## config.mk

```make
export PLATFORM = sky130hd
export DESIGN_NAME = axil_lsu_param
export DESIGN_NICKNAME = d
export VERILOG_FILES = /design/src/rtl/axil_lsu_param.sv
export SDC_FILE = /design/constraint.sdc
export NUM_CORES = 1
export LEC_CHECK = 0
export ABC_AREA = 0
export BUFFER_PORTS_ARGS = -buffer_cell sky130_fd_sc_hd__buf_2
export CAP_MARGIN = 30
export CORE_ASPECT_RATIO = 1.5
export CORE_MARGIN = 2
export CORE_UTILIZATION = 44
export CTS_CLUSTER_SIZE = 28
export DETAILED_ROUTE_END_ITERATION = 10
export GPL_TIMING_DRIVEN = 0
export PLACE_DENSITY = 0.82
export SLEW_MARGIN = 20
export SYNTH_ARGS = -nofsm -noshare
export SYNTH_HDL_FRONTEND = slang
export SYNTH_SLANG_ARGS = --single-unit
```

## constraint.sdc

```tcl
create_clock -name clk -period 2.8 [get_ports clk]
set_input_delay 0.28 -clock clk [delete_from_list [all_inputs] [get_ports clk]]
set_output_delay 0.28 -clock clk [all_outputs]
set_load 0.03 [all_outputs]
```

## src/rtl/axil_lsu_param.sv

```systemverilog
// ============================================================================
//  Module   : axil_lsu_param
//  Brief    : AXI4-Lite master load/store unit with byte-lane placement,
//             load extension, misalignment detection and handshake timeout.
//  Revision : 1.0 - initial release
// ============================================================================
`default_nettype none

module axil_lsu_param #(
    parameter int         ADDR_W  = 32,
    parameter int         DATA_W  = 32,
    parameter int         TIMEOUT = 255,
    parameter logic [2:0] PROT    = 3'b000
) (
    input  logic                clk,
    input  logic                rstn,
    input  logic                en,
    input  logic                W_R,
    input  logic [1:0]          wordsize,
    input  logic                signo,
    input  logic [ADDR_W-1:0]   addr,
    input  logic [DATA_W-1:0]   wdata,
    output logic [DATA_W-1:0]   rdata,
    output logic                busy,
    output logic                done,
    output logic                align,
    output logic                err,
    output logic [ADDR_W-1:0]   ARaddr,
    output logic                ARvalid,
    input  logic                ARready,
    output logic [2:0]          ARprot,
    input  logic [DATA_W-1:0]   Rdata,
    input  logic                Rvalid,
    output logic                RReady,
    output logic [ADDR_W-1:0]   AWaddr,
    output logic                AWvalid,
    input  logic                AWready,
    output logic [2:0]          AWprot,
    output logic [DATA_W-1:0]   Wdata,
    output logic [DATA_W/8-1:0] Wstrb,
    output logic                Wvalid,
    input  logic                Wready,
    input  logic                Bvalid,
    output logic                Bready
);

    localparam int c_STRB_W = DATA_W / 8;
    localparam int c_LANE_W = $clog2(c_STRB_W);
    localparam int c_TMO_W  = $clog2(TIMEOUT + 1);
    localparam logic [c_TMO_W-1:0] c_TMO_LAST = c_TMO_W'(TIMEOUT - 1);

    typedef enum logic [2:0] {
        S_IDLE  = 3'd0,
        S_RADDR = 3'd1,
        S_RDATA = 3'd2,
        S_WRITE = 3'd3,
        S_WRESP = 3'd4,
        S_DONE  = 3'd5
    } state_t;

    state_t              r_state;
    state_t              w_state_nxt;
    logic                r_we;
    logic [1:0]          r_size;
    logic                r_signo;
    logic [ADDR_W-1:0]   r_addr;
    logic [DATA_W-1:0]   r_wdata;
    logic                r_aw_done;
    logic                r_w_done;
    logic [c_TMO_W-1:0]  r_tmo;
    logic [DATA_W-1:0]   r_rdata;
    logic                r_align;
    logic                r_err;

    logic                w_misal;
    logic                w_busy;
    logic                w_abort;
    logic                w_tmo_hit;
    logic [c_LANE_W-1:0] w_offset;
    logic [c_LANE_W+2:0] w_shift;
    logic [DATA_W-1:0]   w_dmask;
    logic [c_STRB_W-1:0] w_smask;
    logic [DATA_W-1:0]   w_rshift;
    logic                w_sign;
    logic [DATA_W-1:0]   w_rdata_ext;

    // Dword requests are illegal on a 32-bit bus and are reported as misaligned.
    always_comb begin
        case (wordsize)
            2'b00:   w_misal = 1'b0;
            2'b01:   w_misal = addr[0];
            2'b10:   w_misal = |addr[1:0];
            default: w_misal = (|addr[2:0]) || (DATA_W < 64);
        endcase
    end

    assign w_offset = r_addr[c_LANE_W-1:0];
    assign w_shift  = {w_offset, 3'b000};

    always_comb begin
        w_dmask = '0;
        w_smask = '0;
        for (int i = 0; i < DATA_W; i++) begin
            w_dmask[i] = (i < (8 << r_size));
        end
        for (int i = 0; i < c_STRB_W; i++) begin
            w_smask[i] = (i < (1 << r_size));
        end
    end

    assign w_rshift = Rdata >> w_shift;

    always_comb begin
        case (r_size)
            2'b00:   w_sign = w_rshift[7];
            2'b01:   w_sign = w_rshift[15];
            2'b10:   w_sign = w_rshift[31];
            default: w_sign = w_rshift[DATA_W-1];
        endcase
    end

    assign w_rdata_ext = (w_rshift & w_dmask) | ((r_signo && w_sign) ? ~w_dmask : '0);
    assign w_tmo_hit   = (r_tmo == c_TMO_LAST);
    assign w_busy      = (r_state == S_RADDR) || (r_state == S_RDATA) ||
                         (r_state == S_WRITE) || (r_state == S_WRESP);

    always_comb begin
        w_state_nxt = r_state;
        w_abort     = 1'b0;
        case (r_state)
            S_IDLE: begin
                if (en) begin
                    if (w_misal)  w_state_nxt = S_DONE;
                    else if (W_R) w_state_nxt = S_WRITE;
                    else          w_state_nxt = S_RADDR;
                end
            end
            S_RADDR: begin
                if (ARready)        w_state_nxt = S_RDATA;
                else if (w_tmo_hit) w_abort     = 1'b1;
            end
            S_RDATA: begin
                if (Rvalid)         w_state_nxt = S_DONE;
                else if (w_tmo_hit) w_abort     = 1'b1;
            end
            S_WRITE: begin
                if ((r_aw_done || AWready) && (r_w_done || Wready)) w_state_nxt = S_WRESP;
                else if (w_tmo_hit)                                 w_abort     = 1'b1;
            end
            S_WRESP: begin
                if (Bvalid)         w_state_nxt = S_DONE;
                else if (w_tmo_hit) w_abort     = 1'b1;
            end
            S_DONE:  w_state_nxt = S_IDLE;
            default: w_state_nxt = S_IDLE;
        endcase
        if (w_abort) w_state_nxt = S_DONE;
    end

    always_ff @(posedge clk) begin
        if (!rstn) begin
            r_state   <= S_IDLE;
            r_we      <= 1'b0;
            r_size    <= 2'b00;
            r_signo   <= 1'b0;
            r_addr    <= '0;
            r_wdata   <= '0;
            r_aw_done <= 1'b0;
            r_w_done  <= 1'b0;
            r_tmo     <= '0;
            r_rdata   <= '0;
            r_align   <= 1'b0;
            r_err     <= 1'b0;
        end else begin
            r_state <= w_state_nxt;
            if (w_state_nxt != r_state) r_tmo <= '0;
            else if (w_busy)            r_tmo <= r_tmo + 1'b1;

            if (r_state == S_IDLE && en) begin
                r_we      <= W_R;
                r_size    <= wordsize;
                r_signo   <= signo;
                r_addr    <= addr;
                r_wdata   <= wdata;
                r_align   <= w_misal;
                r_err     <= 1'b0;
                r_rdata   <= '0;
                r_aw_done <= 1'b0;
                r_w_done  <= 1'b0;
            end
            if (r_state == S_WRITE) begin
                if (AWready) r_aw_done <= 1'b1;
                if (Wready)  r_w_done  <= 1'b1;
            end
            if (r_state == S_RDATA && Rvalid) r_rdata <= w_rdata_ext;
            if (w_abort)                      r_err   <= 1'b1;
        end
    end

    assign busy    = w_busy;
    assign done    = (r_state == S_DONE);
    assign rdata   = done ? r_rdata : '0;
    assign align   = done && r_align;
    assign err     = done && r_err;

    assign ARaddr  = {r_addr[ADDR_W-1:c_LANE_W], {c_LANE_W{1'b0}}};
    assign AWaddr  = {r_addr[ADDR_W-1:c_LANE_W], {c_LANE_W{1'b0}}};
    assign ARprot  = PROT;
    assign AWprot  = PROT;
    assign ARvalid = (r_state == S_RADDR);
    assign RReady  = (r_state == S_RDATA);
    assign AWvalid = (r_state == S_WRITE) && !r_aw_done && r_we;
    assign Wvalid  = (r_state == S_WRITE) && !r_w_done && r_we;
    assign Wdata   = (r_wdata & w_dmask) << w_shift;
    assign Wstrb   = w_smask << w_offset;
    assign Bready  = (r_state == S_WRESP);

endmodule

`default_nettype wire

```

==> run metrics <==
result of the run completed; power density over cell area ~770 nW/µm²; slowest stage delay, CP roughly 0.37 ns; All-Layer GR Usage 0.257; Required @ worst endpoint about 2.5 ns; count of input and output buffers 243; number of flops mapped to enable cells by yosys 0; number of global-route vias before repair about 6600; kind of launch point of the worst setup path register; FMAX between 0.3 and 0.4 GHz; post-synth top area share 0.344; final slew viol count 0; #FFs+latches synth 115; antenna violations before repair 1; maximum VDD drop about 410 µV; Data arrival, critical path roughly 2.4 ns; number of H-tree levels 4; number of DRC violations after detailed routing 0; Critical Path End Type output pin; Relative slew margins 0.515; initial DRC count roughly 260; Die Area between 15000 and 20000 µm²; clock insertion delay at the later pin of the skew report ~0.4 ns; Leakage Power roughly 4.2 nW; cell type with the largest total area after synthesis dfxtp_1; Clock transition at path regs ~0.05 ns; Core ar. approximately 15000 µm²; CTS tree yes; number of buffers and inverters on the critical path 4; class of the most critical setup path reg -> out; cell family with the largest share of critical-path delay buffers and inverters; post-synthesis cell count between 800 and 900; number of placement rows 55; CTS max path bufs 2; final global-route overflow total 0; dominant cells by area after synthesis dfxtp_1 34%, nand2_1 11%, buf_4 8.0%; setup slack after layout 0.143 ns; maximum number of pins on one net before global-route repair 17; final-stage net count about 1200; max-cap violation count 0; number of top-level pins 255; number of clock sinks between 100 and 150; primary flip-flop cell chosen by synthesis mapping dfxtp_1; antenna viol nets, final 0; Setup TNS 0 ns; final clock skew approximately 0.007 ns; worst hold path type in -> reg; shortest period the worst path allows ~2.7 ns; root buffer selected by CTS clkbuf_16; commonest non-fill, non-tap cell in the layout buf_2; most frequent cell on the critical path buf_2; Final Hold Viols 0; Max stage delay cell, worst path nor3b_4; initial core utilization 0.446; routability congestion estimate 0.924; register area share after synthesis 0.344; floorplan die width roughly 100 µm; layout overhead on the synthesized area 31.5%; Mapped Avg Cell Area between 7 and 8 µm²; Slew @ Worst Pin 0.727 ns; Worst Path Max Fanout 10; part of the cycle the worst path needs 0.949; Warnings, synthesis 0; first-pass GRT wire length ~33 mm; via density per instance between 5 and 6; overall power of the completed layout approximately 6.7 mW; synthesized cell area 6690 µm²; number of distinct standard cells referenced by the synthesized netlist between 50 and 60; cells along the critical path clkbuf_1 > buf_2 > nor3b_4 > buf_2 > and2_1 > buf_2; Post-CTS Repair Setup Buffers 0; most frequent cells in the layout 269 x buf_2, 202 x nand2_1, 115 x dfxtp_1; pre-CTS setup slack approximately 0.39 ns; proportion of layout cells with a drive suffix above 1 0.354; routed wire length per instance ~16 µm; Vert. Die Dim about 150 µm; overall routed net length 21.3 mm; Filler cells around 1400; count of vias placed by the detailed router a little under 7000; RSZ-0062 raised after global routing no; final setup violation count 0; HPWL reported at the end of detailed placement between 15 and 20 mm; number of search-and-repair iterations in the first detailed-routing pass 4; number of clock buffers inserted by TritonCTS 17; async set-reset flop share out of synthesis 0
==> tightest hold or removal path: cells and delay by family <==
| family | cells | cell delay [ns] |
|---|---|---|
| buffers and inverters | 1 | 0.09 |
| AND/OR/NAND/NOR | 1 | 0.04 |
| AO/OA/AOI/OAI | 1 | 0.05 |
==> logic make-up (layout without fill, tap and decap cells) <==
family / Yosys count / after routing / synth area share
xor+xnor: 7 / 7 / 0.00917
other cells: 1 / 11 / 0.000561
simple gates: 342 / 342 / 0.241
fa+ha+maj: 2 / 2 / 0.00374
flops: 115 / 115 / 0.344
buf+inv: 139 / 411 / 0.125
mux: 38 / 38 / 0.0619
compound gates: 196 / 196 / 0.214
==> sequential cells by signal, indices dropped and copies added, names as in the netlist <==
register	flops
r_rdata	32
r_state	3
r_addr	32
r_signo	1
r_size	2
r_we	1
r_aw_done	1
r_wdata	32
r_tmo	8
r_err	1
r_align	1
r_w_done	1
==> where the power goes <==
part           switching (mW)  total (mW)  internal [mW]
sequential              0.195        2.06           1.86
combinational            1.57        2.46          0.884
clock                   0.764        2.23           1.46
==> through the flow <==
step / util / cell area (µm²) / hold slack, ns / cells
2_1_floorplan: - / 6720 / 0.415 / 849
3_3_place_gp: 0.546 / 8190 / 0.450 / 1291
3_5_place_dp: 0.546 / 8190 / 0.463 / 1291
4_1_cts: 0.587 / 8800 / 0.0941 / 1323
5_1_grt: 0.586 / 8800 / 0.104 / 1321
6_report: 0.586 / 8800 / 0.103 / 1321
==> timing repair <==
action | CTS | global route
gates resized for setup | 2 | 7
setup endpoints to repair | 11 | 25
hold buffers | 0 | 0
==> Yosys cell counts, types with 2 or more instances <==
master and instances:
nor2b_1 7, a31oi_1 2, o21ai_0 26, and2_1 49, nand3_1 12, nor2_1 24, mux4_2 2, a21boi_0 21
inv_1 2, or4b_1 2, a21boi_1 55, buf_2 26, and2_0 2, o211ai_1 15, a21oi_2 2, a22oi_1 10
o311a_1 9, xnor2_1 7, ha_1 2, a21o_1 9, clkbuf_1 33, nor4_1 2, nand2b_1 6, and3_1 9
a21oi_1 14, nor4b_1 3, a22o_1 8, buf_1 3, or3_1 3, buf_6 2, dfxtp_1 115, mux2_2 7
o21a_1 3, o31ai_1 10, mux2i_1 29, nor3b_1 5, nand2_1 202, buf_4 71, o22ai_1 3, nor3_1 9
==> per-layer routing <==
metal	global-route usage	vias to the layer above	wire length [µm]
li1	-	3314	-
met1	0.288	3110	8060
met2	0.459	321	10800
met3	0.0448	73	1440
met4	0.143	0	994
met5	0	-	0
==> layout make-up <==
type / instances / area [µm²] / area share
multi-input combinational: 595 / 3590 / 0.408
clock buffer: 23 / 478 / 0.0543
sequential: 115 / 2300 / 0.262
antenna: 1 / 2.50 / 0.000284
inverter: 3 / 11.3 / 0.00128
clock inverter: 9 / 128 / 0.0145
timing repair buffer: 243 / 1220 / 0.138
tap: 199 / 249 / 0.0283
buffer: 133 / 820 / 0.0932
==> path summary, 6_finish.rpt <==
check / startpoint / to / slack (ns) / cells after the start
max reg2reg: r_state[2]$_SDFF_PN0_ / r_addr[25]$_SDFFE_PN0P_ / 0.63 / 7
min reg2reg: r_wdata[10]$_SDFFE_PN0P_ / r_wdata[10]$_SDFFE_PN0P_ / 0.47 / 2
min: addr[7] / r_addr[7]$_SDFFE_PN0P_ / 0.10 / 3
max: r_state[2]$_SDFF_PN0_ / rdata[1] / 0.14 / 6
Power figures use the tool's default switching activity.
